<file path="src/rtl/mem_dump.sv">
// rtl/mem_dump.sv - streams a contiguous range of memory words out one word per handshake
module mem_dump #(
  parameter int ADDR_W = 8,
  parameter int DATA_W = 32
) (
  input  logic              clock,
  input  logic              reset,
  input  logic              start,
  input  logic [ADDR_W-1:0] base_addr,
  input  logic [ADDR_W:0]   word_count,
  output logic              busy,
  output logic              done,
  output logic              mem_rd_en,
  output logic [ADDR_W-1:0] mem_addr,
  input  logic [DATA_W-1:0] mem_rd_data,
  output logic              out_valid,
  input  logic              out_ready,
  output logic [DATA_W-1:0] out_data,
  output logic [ADDR_W-1:0] out_addr,
  output logic              out_last
);

  typedef enum logic [2:0] {IDLE, REQ, WAIT, SEND, FIN} state_t;

  state_t              state, state_nxt;
  logic [ADDR_W-1:0]   base_q;
  logic [ADDR_W-1:0]   index;
  logic [ADDR_W:0]     remaining;
  logic [ADDR_W-1:0]   rd_addr;
  logic [DATA_W-1:0]   data_q;
  logic [ADDR_W-1:0]   addr_q;
  logic                last_q;

  // Address wraps naturally because the sum is truncated to ADDR_W bits.
  assign rd_addr = base_q + index;

  // State register.
  always_ff @(posedge clock or negedge reset) begin
    if (!reset) state <= IDLE;
    else        state <= state_nxt;
  end

  // Next-state decode; a zero-length request skips straight to completion.
  always_comb begin
    state_nxt = state;
    case (state)
      IDLE: if (start) state_nxt = (word_count == '0) ? FIN : REQ;
      REQ:  state_nxt = WAIT;
      WAIT: state_nxt = SEND;
      SEND: if (out_ready) state_nxt = last_q ? FIN : REQ;
      FIN:  state_nxt = IDLE;
      default: state_nxt = IDLE;
    endcase
  end

  // Dump parameters and progress counters; start is only honoured in IDLE.
  always_ff @(posedge clock or negedge reset) begin
    if (!reset) begin
      base_q    <= '0;
      index     <= '0;
      remaining <= '0;
    end else if (state == IDLE && start && word_count != '0) begin
      base_q    <= base_addr;
      index     <= '0;
      remaining <= word_count;
    end else if (state == SEND && out_ready) begin
      remaining <= remaining - 1'b1;
      index     <= index + 1'b1;
    end
  end

  // Output word registers load once per word and then hold through any stall.
  always_ff @(posedge clock or negedge reset) begin
    if (!reset) begin
      data_q <= '0;
      addr_q <= '0;
      last_q <= 1'b0;
    end else if (state == WAIT) begin
      data_q <= mem_rd_data;
      addr_q <= rd_addr;
      last_q <= (remaining == {{ADDR_W{1'b0}}, 1'b1});
    end
  end

  // Control outputs decoded from state only.
  always_comb begin
    busy      = (state == REQ) || (state == WAIT) || (state == SEND);
    done      = (state == FIN);
    mem_rd_en = (state == REQ);
    mem_addr  = (state == REQ) ? rd_addr : '0;
    out_valid = (state == SEND);
    out_data  = data_q;
    out_addr  = addr_q;
    out_last  = last_q;
  end

endmodule
</file>
<file path="config.mk">
export PLATFORM = sky130hd
export DESIGN_NAME = mem_dump
export DESIGN_NICKNAME = d
export VERILOG_FILES = /design/src/rtl/mem_dump.sv
export SDC_FILE = /design/constraint.sdc
export NUM_CORES = 1
export LEC_CHECK = 0
export BUFFER_PORTS_ARGS = -buffer_cell sky130_fd_sc_hd__buf_4
export CORE_AREA = 10 10 92 94
export CTS_BUF_LIST = sky130_fd_sc_hd__clkbuf_4 sky130_fd_sc_hd__clkbuf_8 sky130_fd_sc_hd__clkbuf_16
export CTS_CLUSTER_DIAMETER = 100
export DETAILED_ROUTE_END_ITERATION = 6
export DIE_AREA = 0 0 102 104
export PLACE_DENSITY = 0.77
export RECOVER_POWER = 25
export SLEW_MARGIN = 20
export SYNTH_ARGS = -nofsm -noshare
export SYNTH_HDL_FRONTEND = slang
export SYNTH_SLANG_ARGS = --single-unit
</file>
<file path="constraint.sdc">
create_clock -name clock -period 2.3 [get_ports clock]
set_input_delay 0.23 -clock clock [delete_from_list [all_inputs] [get_ports clock]]
set_output_delay 0.23 -clock clock [all_outputs]
set_load 0.005 [all_outputs]
</file>
==> impl_summary.md <==
Clock network
The source-to-sink clock delay at the later pin of the worst-skew pair is 0.33 ns. In this run the number of H-tree levels came out at 3. TritonCTS built the clock tree. The number of clock sinks is 69. The clock passes through at most 2 buffers. The CTS clock-pin slew for the worst setup and hold paths is 0.07 ns. The tree is rooted in a clkbuf_8. Buffers inserted during clock tree synthesis total 9.

Worst setup path
By startpoint and endpoint, the worst setup path is classified as flop to output port. The endpoint kind of the worst setup timing path is an output port. On the critical path the largest part of the delay comes from adder cells. The launch instance of the worst register-to-register path is base_q[0]$_DFFE_PN0P_. The library cell appearing most often on the critical path is a21oi_2. The logic depth of the worst register-to-register path is 8. Data arrives at the worst endpoint at 2.09 ns. The largest stage delay on the critical path is 0.39 ns. The largest individual stage delay along the critical path comes from the cell dfrtp_1.

The data required time of the worst path is 2.07 ns. The total buffers and inverters traversed by the critical path is 1. The worst setup slack for register-to-register paths is 0.43 ns. The kind of start point of the critical path is a flop. The critical path depth in cells is 8. Traced cell by cell, the critical path runs through ha_2 -> fa_2 -> a21oi_2 -> o21ai_1 -> a21oi_2 -> xor2_1 -> nor2_1 -> buf_4. In this run the worst path has a maximum fanout of 2. The capture instance of the worst register-to-register path is out_addr[6]$_DFFE_PN0P_.

Floorplanning
106 I/O pins were placed. The total area inside the core boundary comes to 6680 µm². The die covers 10,600 µm². The site row count is 30. The initial utilization of the core area, before any placement, comes to 48.2%. The floorplan step set the die height to 104 µm. In this run the horizontal extent of the chip is 102 µm.

GRT
Global routing used 15.8% of the available tracks. The first-pass GRT wire length is 13.7 mm. The initial antenna violation count is 0.

Entering global routing, the biggest net connects 70 pins. The final global-route overflow total is 0. The number of global-route vias before repair was 2,804.

Layout
The number of antenna diodes in the final layout is 0. Summing all multi-input logic gate instances after layout gives 1430 µm². The layout-stage area growth over the synthesis result is 33.4%. The total of fill cells in the finished design is 564. The fraction of layout cells with a size suffix above 1 is 31.2%. The storage element area is 1730 µm². The net count of the finished layout is 533. The final design instance area without fill is 4300 µm².

Pwr
In this run the power density over the cells is 1270 nW/µm². The internal portion of the total power is 3.37 mW. In this run the static leakage power is 2.26 nW. The maximum vdd ir drop is 0.634 mV. The combinational fraction of design power is 45.2%.

Overall power consumption after layout is estimated at 5.46 mW. In this run, flip-flops and latches consume 39.0% of the power. The clock network accounts for 15.8% of the total power. The switching share of total power is 38.2%. The switching power of the nets is 2.09 mW.

Yosys
The cell area after technology mapping is 3220 µm². In this run, synthesis produced a sequential element count of 69. The most common flop cell mapped by yosys is dfrtp_1. Averaged over all synthesized cells, the footprint is 8.95 µm². The sequential-to-total area share from yosys stat is 53.6%.

Counting flops with a built-in enable in the synthesized netlist gives 0. Counting distinct cell types in the post-synthesis netlist gives 45. The number of warnings reported in the yosys synthesis log is 0. The proportion of register bits with asynchronous set or reset after synthesis is 100%. The number of nets produced by synthesis is 424. The number of instances in the synthesized netlist is 360.

Placed design
The estimated wirelength of the detail-placed design is 6.43 mm. The total cell area at the placement stage is 4070 µm². The placer congestion estimate is 0.841. The number of port buffers is 105.

STA
Across all hold checks on the routed design, the worst slack comes to 0.0827 ns. Setup repair after global routing could not meet its margin everywhere. The clock tree skew after final layout is 0.00772 ns. The max-slew violation count is 70. Setup violations remaining at the end of the flow were counted as 1.

The final critical path takes up 101% of the cycle. The worst pin sits at a relative slew slack of -11.3%. The shortest clock period the worst path allows after layout is 2.32 ns. The worst setup margin is -0.0236 ns. For this run, the top clock speed supported by timing is 430 MHz.

The worst-margin pin slew is 1.67 ns. The final number of hold-violating endpoints is 0. The setup total negative slack is -0.0236 ns.

Detailed routing
The first-pass iteration count of the detailed router is 5. The DRC marker count from the first detailed-route iteration is 93. Using the TritonRoute via totals, the vias-per-cell ratio works out to 5.02. In the routed design, unresolved DRC markers number 0.

The routed layout has 2,779 vias. After detailed routing, the average wire length per cell comes to 15.1 µm. The aggregate routed wire length is 8.37 mm.

The detail route stage leaves a number of antenna-violating nets equal to 0.

Run status
The flow ran to the end, but the final reports show violations. The checks that failed: max-capacitance violations, max-slew violations, negative setup slack.

Worst hold path
The tightest min-delay check is of the primary input to flop type. Counting instances, the worst hold path has a depth of 3. The startpoint identified for the worst hold timing path is mem_rd_data[14]. The hold path endpoint is out_data[14]$_DFFE_PN0P_.

Flow run
The count of max-cap constraint violations is 1.
tightest hold or removal path, cell delays in order:
cell     delay [ns]
buf_4          0.08
nand2_1        0.04
nand2_1        0.04
cells in the mapped netlist (2+ instances only):
cell type	count	area share, %
o21ai_1	9	1.4
dfrtp_1	69	54
xnor2_1	6	1.6
and2_1	5	0.97
nor3_1	4	0.62
ha_1	10	3.9
xor2_1	8	2.2
buf_2	5	0.78
a31oi_1	2	0.39
o211ai_1	3	0.70
clkbuf_1	9	1.0
o21ai_0	7	1.1
nor2_1	18	2.1
a21oi_1	8	1.2
nand2_1	154	18
nand4_1	2	0.39
nand3_1	8	1.2
inv_1	4	0.47
or3_1	3	0.58
through the flow:
step	instances	util, %	setup WS, ns
2_1_floorplan	360	-	0.420
3_3_place_gp	534	61.0	0.201
3_5_place_dp	534	61.0	0.144
4_1_cts	552	64.0	-0.0349
5_1_grt	554	64.3	-0.145
6_report	554	64.3	-0.0236
cells in the final DEF (no fill, tap or decap), types with 2 or more instances in the layout:
master      instances
o21ai_1             9
clkbuf_4            3
ha_1                9
buf_4             113
nor3_1              4
o21ai_0             7
xor2_1              8
clkinvlp_4          2
nor2_1             18
o211ai_1            3
dfrtp_1            69
nand3_1             8
xnor2_1             6
inv_1               4
a21oi_1             4
clkbuf_8            9
and2_1              5
a31oi_1             2
clkinv_2            2
nand2_1           154
a21oi_2             5
nand4_1             2
or3_1               3
layer usage:
| metal | GRT usage (%) | part of all wire [%] |
|---|---|---|
| met2 | 25.3 | 47 |
| met1 | 19.4 | 43 |
| met5 | 0 | 0 |
| met4 | 4.54 | 1.0 |
| met3 | 5.45 | 8.6 |
cell type report:
class / instances / share of cell area, %
sequential: 69 / 40.2
multi-input combinational: 270 / 33.2
timing repair buffer: 114 / 19.9
clock buffer: 12 / 3.41
tap: 80 / 2.33
clock inverter: 4 / 0.582
inverter: 5 / 0.437
worst max-delay path by stage:
stage                                      from     endpoint  slack [ns]
final                     base_q[0]$_DFFE_PN0P_  mem_addr[6]       -0.02
after CTS                 base_q[0]$_DFFE_PN0P_  mem_addr[6]       -0.03
after global placement     index[0]$_DFFE_PN0P_  mem_addr[6]        0.20
after floorplan            index[0]$_DFFE_PN0P_  mem_addr[6]        0.42
after detailed placement   index[0]$_DFFE_PN0P_  mem_addr[6]        0.14
after global routing      base_q[0]$_DFFE_PN0P_  mem_addr[6]       -0.14
cells by family after synthesis:
group,after synthesis,share of synthesized area [%]
AOI/OAI and AO/OA,37,6.84
DFF,69,53.6
buffers and inverters,21,2.87
adders and majority gates,11,4.50
and+or+nand+nor,208,28.4
xor gates and xnor gates,14,3.81
state kept, by name, summed over array words and instances (netlist names):
| signal | cells |
|---|---|
| out_last | 1 |
| state | 3 |
| base_q | 8 |
| out_data | 32 |
| index | 8 |
| out_addr | 8 |
| remaining | 9 |
power by group through the flow:
stage                     logic, mW  clock network [mW]  registers (mW)
after global routing           2.81               0.946            2.20
after CTS                      2.47               0.889            2.13
after detailed placement       2.40                   0            2.16
after global placement         2.33                   0            2.12
after floorplan                1.29                   0            2.11
final                          2.47               0.861            2.13
what timing repair did:
item | in CTS | in global routing
setup endpoints to repair | 4 | 4
gates cloned | 0 | 0
pin swaps | 2 | 2
hold buffers | 0 | 0
resized for setup | 5 | 2
buffers inserted | 2 | 2
(Power assumes the default switching activity.)
